### src/rtl/ip_rx_crpr_acc.sv
// ip_rx_crpr_acc: decodes received TLPs into PH/PD/NPH/NPD credits and accumulates them for a consumer.
// Ports:
//   clk, rst                 clock, synchronous active-high reset
//   rx_st, rx_end            first / last beat of a TLP
//   rx_din                   TLP data (fmt/type in the top byte of the rx_st beat)
//   rx_bar_hit               one-hot BAR hit, valid with rx_st
//   cr_valid, cr_ready       credit handshake
//   cr_ph, cr_pd, cr_nph, cr_npd  accumulated credit counts
//   cr_ovf                   sticky saturation flag
//   rx_err                   one-cycle protocol error pulse
module ip_rx_crpr_acc #(
    parameter int         DW       = 16,
    parameter logic [6:0] BAR_MASK = 7'b0000011,
    parameter int         PD_W     = 12
) (
    input  logic            clk,
    input  logic            rst,
    input  logic            rx_st,
    input  logic            rx_end,
    input  logic [DW-1:0]   rx_din,
    input  logic [6:0]      rx_bar_hit,
    output logic            cr_valid,
    input  logic            cr_ready,
    output logic [7:0]      cr_ph,
    output logic [PD_W-1:0] cr_pd,
    output logic [7:0]      cr_nph,
    output logic [7:0]      cr_npd,
    output logic            cr_ovf,
    output logic            rx_err
);
    localparam int LO = (DW == 64) ? 32 : 0;
    typedef enum logic [1:0] {IDLE, LEN, WAIT} state_t;
    state_t state;
    logic [7:0] ft, fm;
    logic masked, is_mrd, is_lk, is_mwr, is_nprd, is_npwr, is_msg, is_msgd;
    logic d_ph, d_nph, d_npd, d_need;
    logic [9:0] len;
    logic [10:0] len_r;
    logic [8:0] pd_now;
    logic p_ph, p_nph, p_npd;
    logic [8:0] p_pd;
    logic commit, c_ph, c_nph, c_npd, hs;
    logic [8:0] c_pd, s_ph, s_nph, s_npd;
    logic [PD_W:0] s_pd;
    logic unused;
    assign unused = ^rx_din;
    assign cr_valid = |{cr_ph, cr_pd, cr_nph, cr_npd};
    always_comb begin
        ft      = rx_din[DW-1:DW-8];
        fm      = ft & 8'hdf;
        masked  = |(rx_bar_hit & BAR_MASK);
        is_mrd  = fm == 8'h00;
        is_lk   = fm == 8'h01;
        is_mwr  = fm == 8'h40;
        is_nprd = ft == 8'h02 || ft == 8'h04 || ft == 8'h05;
        is_npwr = ft == 8'h42 || ft == 8'h44 || ft == 8'h45;
        is_msg  = ft[7:3] == 5'b00110;
        is_msgd = ft[7:3] == 5'b01110;
        d_ph    = (is_mwr && !masked) || is_msg || is_msgd;
        d_need  = (is_mwr && !masked) || is_msgd;
        d_nph   = (is_mrd && !masked) || is_lk || is_nprd || is_npwr;
        d_npd   = is_npwr;
        len     = rx_din[LO+9:LO];
        len_r   = {1'b0, len} + 11'd3;
        pd_now  = (len == 10'd0) ? 9'd256 : len_r[10:2];
        // a lone rx_end in IDLE is an error, never a commit
        commit  = rx_end && (rx_st || state != IDLE);
        c_ph    = commit && (rx_st ? d_ph : p_ph);
        c_nph   = commit && (rx_st ? d_nph : p_nph);
        c_npd   = commit && (rx_st ? d_npd : p_npd);
        c_pd    = !commit ? 9'd0 : rx_st ? (d_need ? pd_now : 9'd0) : (state == LEN) ? pd_now : p_pd;
        hs      = cr_valid && cr_ready;
        s_ph    = {1'b0, cr_ph} + 9'(c_ph);
        s_nph   = {1'b0, cr_nph} + 9'(c_nph);
        s_npd   = {1'b0, cr_npd} + 9'(c_npd);
        s_pd    = {1'b0, cr_pd} + (PD_W+1)'(c_pd);
    end
    always_ff @(posedge clk) begin
        if (rst) begin
            state  <= IDLE;
            p_ph   <= 1'b0;
            p_nph  <= 1'b0;
            p_npd  <= 1'b0;
            p_pd   <= '0;
            cr_ph  <= '0;
            cr_pd  <= '0;
            cr_nph <= '0;
            cr_npd <= '0;
            cr_ovf <= 1'b0;
            rx_err <= 1'b0;
        end else begin
            rx_err <= rx_st ? state != IDLE : rx_end && state == IDLE;
            // a new rx_st always restarts decode, dropping any pending TLP
            if (rx_st) begin
                p_ph  <= d_ph;
                p_nph <= d_nph;
                p_npd <= d_npd;
                p_pd  <= d_need ? pd_now : 9'd0;
                state <= rx_end ? IDLE : (DW == 16 && d_need) ? LEN : WAIT;
            end else if (state == LEN) begin
                p_pd  <= pd_now;
                state <= rx_end ? IDLE : WAIT;
            end else if (state == WAIT && rx_end) begin
                state <= IDLE;
            end
            // the handshake hands the whole count over and restarts from this cycle's commit
            cr_ph  <= hs ? 8'(c_ph) : s_ph[8] ? 8'hff : s_ph[7:0];
            cr_nph <= hs ? 8'(c_nph) : s_nph[8] ? 8'hff : s_nph[7:0];
            cr_npd <= hs ? 8'(c_npd) : s_npd[8] ? 8'hff : s_npd[7:0];
            cr_pd  <= hs ? PD_W'(c_pd) : s_pd[PD_W] ? '1 : s_pd[PD_W-1:0];
            cr_ovf <= cr_ovf || (!hs && (s_ph[8] || s_nph[8] || s_npd[8] || s_pd[PD_W]));
        end
    end
endmodule

### config.mk
export PLATFORM = sky130hd
export DESIGN_NAME = ip_rx_crpr_acc
export DESIGN_NICKNAME = d
export VERILOG_FILES = /design/src/rtl/ip_rx_crpr_acc.sv
export SDC_FILE = /design/constraint.sdc
export NUM_CORES = 1
export LEC_CHECK = 0
export BUFFER_PORTS_ARGS = -buffer_cell sky130_fd_sc_hd__buf_2
export CORE_UTILIZATION = 55
export CTS_BUF_LIST = sky130_fd_sc_hd__clkbuf_16
export CTS_CLUSTER_DIAMETER = 80
export DETAILED_ROUTE_END_ITERATION = 8
export GPL_ROUTABILITY_DRIVEN = 0
export PLACE_DENSITY = 0.78
export SYNTH_ARGS = -nofsm -noshare
export SYNTH_HDL_FRONTEND = slang
export SYNTH_SLANG_ARGS = --single-unit
### constraint.sdc
create_clock -name clk -period 9.85 [get_ports clk]
set_input_delay 0.985 -clock clk [delete_from_list [all_inputs] [get_ports clk]]
set_output_delay 0.985 -clock clk [all_outputs]
set_load 0.01 [all_outputs]
==> metrics.log <==
[metrics] worst vdd ir: 79.5 uV
[metrics] crit path kind: in -> reg
[metrics] Worst Slack Setup Final: 5.38 ns
[metrics] placed cell count: 484
[metrics] Die Height: 75.7 um
[metrics] DIE AREA: 5720 um^2
[metrics] Crit path required time: 10.05 ns
[metrics] minimum period implied by the final worst setup slack: 4.47 ns
[metrics] switching power summed over all nets: 0.156 mW
[metrics] cell type with the largest total area after synthesis: sky130_fd_sc_hd__dfxtp_1
[metrics] total wirelength of the detailed-routed design: 7180 um
[metrics] maximum number of pins on one net before global-route repair: 29
[metrics] register share of total power: 43.0%
[metrics] Worst Setup End Kind: register
[metrics] buffers added on ports: 61
[metrics] Post-CTS Setup Inserts: 0
[metrics] Clock Tree Buf Depth: 2
[metrics] Finished Cell Area: 3520 um^2
[metrics] number of non-filler instances in the completed layout: 492
[metrics] First-pass DRT Iterations: 4
[metrics] grt met3 use: 4.10%
[metrics] count of flip-flops with a built-in enable after synthesis: 0
[metrics] H-tree depth: 2
[metrics] Fin. Hold Viols: 0
[metrics] global-route total usage across every layer: 26.6%
[metrics] Gate Count Post-Synth: 362
[metrics] number of different library cells in the post-synthesis netlist: 55
[metrics] nets@finish: 465
[metrics] I/O pins: 67
[metrics] area fraction of the dominant cell type after synthesis: 34.9%
[metrics] initial antenna violation count: 0
[metrics] core area: 5170 um^2
[metrics] total power draw: 0.538 mW
[metrics] setup slack after placement: 5.14 ns
[metrics] clock latency on the worst-skew pair: 0.29 ns
[metrics] Clk pwr share: 37.3%
[metrics] design internal power: 0.382 mW
[metrics] Power Density: 153 nW/um^2
[metrics] clock skew after layout: 0.00568 ns
[metrics] Async S/R FF share, synth: 0%
[metrics] Synth-to-Final Area Change: 18.1%
[metrics] Setup Viol. Count Final: 0
[metrics] grt peak-use layer: met2
[metrics] final HPWL from detailed placement: 5350 um
[metrics] met1 routing resource usage after global routing: 34.8%
[metrics] worst relative slew slack: 40.8%
[metrics] worst hold-check slack: 0.478 ns
[metrics] min-delay worst type: reg -> reg
[metrics] TritonCTS clock tree: yes
[metrics] Cell Area, Synth: 2980 um^2
[metrics] diodes inserted: 0
[metrics] flop and latch count out of synthesis: 52
[metrics] start point of the worst min-delay path: cr_ovf
[metrics] Finished Core Util: 68.1%
[metrics] CTS sink cnt: 52
[metrics] end point of the most critical hold path: cr_ovf
[metrics] via count of the routed design: 2924
[metrics] average instance area after synthesis: 8.24 um^2
[metrics] top achievable clock speed: 224 MHz
[metrics] DR DRC count: 0
[metrics] maximum net fanout on the critical path: 9
[metrics] clock transition at the registers of the reported paths: 0.07 ns
[metrics] M2 GR Usage: 45.7%
[metrics] Worst R2R Path Depth: 13
[metrics] number of rows in the core area: 26
[metrics] post-cts hold buffer count: 0
[metrics] Setup TNS Final: 0 ns
[metrics] proportion of synthesized chip area in sequential cells: 34.9%
[metrics] worst flop-to-flop path startpoint: state[0]
[metrics] via count of the first global-routing pass: 2567
[metrics] share of post-route cells with drive strength above 1: 19.4%
[metrics] depth of the worst hold-timing path: 2
[metrics] most frequently used cell type in the post-synthesis netlist: sky130_fd_sc_hd__nor2_1
[metrics] switching part of the total: 29.0%
[metrics] count of final max-slew check failures: 0
[metrics] capture instance of the worst register-to-register path: cr_pd[1]
[metrics] Mapped Nets: 406
[metrics] data arrival time of the worst path: 4.67 ns
[metrics] effective utilization at floorplan: 57.7%
[metrics] post-route ant nets: 0
[metrics] Most used DFF post-synth: sky130_fd_sc_hd__dfxtp_1
[metrics] maximum capacitance violations: 0
[metrics] launching element type of the critical path: input pin
[metrics] status: complete, no violations
[metrics] setup repair after global routing missed its margin: no
[metrics] cell types with the highest counts after synthesis: 53 x sky130_fd_sc_hd__nor2_1, 52 x sky130_fd_sc_hd__dfxtp_1, 25 x sky130_fd_sc_hd__a21oi_1
[metrics] Die X-Extent: 75.7 um
[metrics] register-to-register path setup slack: 6.07 ns
[metrics] CTS-repair resized insts: 0
[metrics] DR WL/cell: 14.6 um
[metrics] combinational cell fraction of total power: 19.7%
[metrics] Clk Tree Root Cell: sky130_fd_sc_hd__clkbuf_16
[metrics] number of buffers added by the clock tree synthesis step: 5
[metrics] number of synthesis warnings: 0
[metrics] Tcrit/Tclk final: 45.4%
[metrics] total cell area at the placement stage: 3350 um^2
[metrics] worst slew pin tran: 0.866 ns
[metrics] overflow left after global routing: 0
[metrics] Detailed Route Iter0 Violations: 155
[metrics] DR vias/cell: 5.94
[metrics] wire length of the first global-routing pass: 11600 um
[metrics] top cells by area in the synthesized netlist: sky130_fd_sc_hd__dfxtp_1 35%, sky130_fd_sc_hd__nor2_1 6.7%, sky130_fd_sc_hd__ha_1 6.3%
[metrics] total leakage power: 1.51 nW
==> layout make-up <==
class / instances / area [um^2]
Clock buffer: 5 / 125
Inverter: 13 / 48.8
Fill cell: 434 / 1650
Clock inverter: 3 / 46.3
Tap cell: 70 / 87.6
Timing Repair Buffer: 63 / 320
Sequential cell: 52 / 1040
Multi-Input combinational cell: 286 / 1860
==> cell usage in the layout (no fill, tap or decap), types with 3 or more instances in the layout <==
cell type / instances
sky130_fd_sc_hd__buf_2: 61
sky130_fd_sc_hd__nor2_1: 53
sky130_fd_sc_hd__dfxtp_1: 52
sky130_fd_sc_hd__a21oi_1: 25
sky130_fd_sc_hd__nand3_1: 22
sky130_fd_sc_hd__ha_1: 15
sky130_fd_sc_hd__inv_1: 13
sky130_fd_sc_hd__xor2_1: 13
sky130_fd_sc_hd__nor3_1: 13
sky130_fd_sc_hd__and3_1: 12
sky130_fd_sc_hd__o21ai_0: 12
sky130_fd_sc_hd__nand2_1: 12
sky130_fd_sc_hd__xnor2_1: 11
sky130_fd_sc_hd__nor4_1: 10
sky130_fd_sc_hd__a211oi_1: 6
sky130_fd_sc_hd__or3_1: 5
sky130_fd_sc_hd__nand4_1: 5
sky130_fd_sc_hd__a31oi_1: 5
sky130_fd_sc_hd__clkbuf_16: 5
sky130_fd_sc_hd__nor2b_1: 4
sky130_fd_sc_hd__o21ai_1: 4
sky130_fd_sc_hd__a2bb2oi_1: 4
sky130_fd_sc_hd__o211ai_1: 3
sky130_fd_sc_hd__nor3b_1: 3
sky130_fd_sc_hd__o31ai_1: 3
sky130_fd_sc_hd__a2111oi_0: 3
==> critical path, cell delays in order <==
cell and delay, ns:
sky130_fd_sc_hd__buf_2 0.11, sky130_fd_sc_hd__or4_4 0.56, sky130_fd_sc_hd__o21ai_1 0.19, sky130_fd_sc_hd__a21oi_1 0.22
sky130_fd_sc_hd__nor3_1 0.33, sky130_fd_sc_hd__ha_1 0.27, sky130_fd_sc_hd__inv_1 0.07, sky130_fd_sc_hd__fa_1 0.40
sky130_fd_sc_hd__nor2b_1 0.18, sky130_fd_sc_hd__o2111ai_1 0.17, sky130_fd_sc_hd__nand3_1 0.15, sky130_fd_sc_hd__nor2b_1 0.57
sky130_fd_sc_hd__inv_1 0.19, sky130_fd_sc_hd__a311oi_1 0.28
==> worst max path at each step <==
stage	cells after the start	to	slack, ns	startpoint
4_1_cts	14	cr_pd[1]	5.41	rx_din[11]
6_report	14	cr_pd[1]	5.38	rx_din[11]
5_1_grt	14	cr_pd[1]	5.00	rx_din[11]
3_3_place_gp	14	cr_pd[1]	5.19	rx_din[11]
2_1_floorplan	14	cr_pd[1]	5.91	rx_din[11]
3_5_place_dp	14	cr_pd[1]	5.14	rx_din[11]
==> cells by family (layout without fill, tap and decap cells) <==
group / count (synthesis) / in the layout / synth area share (%)
adder cells (fa/ha/maj): 17 / 17 / 7.30
XOR/XNOR: 24 / 24 / 7.04
flip-flops: 52 / 52 / 34.9
AO/OA/AOI/OAI: 90 / 90 / 21.0
multiplexers: 2 / 2 / 0.671
buffers and inverters: 24 / 84 / 3.10
AND/OR/NAND/NOR: 153 / 153 / 26.0
==> power by group through the flow <==
| stage | logic [mW] | clock network (mW) | registers (mW) |
|---|---|---|---|
| after floorplan | 0.0686 | 0 | 0.236 |
| after detailed placement | 0.105 | 0 | 0.236 |
| after CTS | 0.107 | 0.203 | 0.231 |
| after global routing | 0.119 | 0.209 | 0.232 |
| after global placement | 0.102 | 0 | 0.235 |
| final | 0.106 | 0.201 | 0.231 |
==> sequential cells by signal (all words and copies together), names as in the netlist, 2 cells and up <==
signal,count
cr_npd,8
cr_nph,8
cr_pd,12
cr_ph,8
p_pd,9
state,2
==> layer usage <==
metal	part of all wire, %	up-vias	routed length [um]
li1	-	1457	-
met1	46	1371	3330
met2	47	87	3400
met3	5.1	9	364
met4	1.2	0	84
met5	0	-	0
Power figures use the tool's default switching activity.
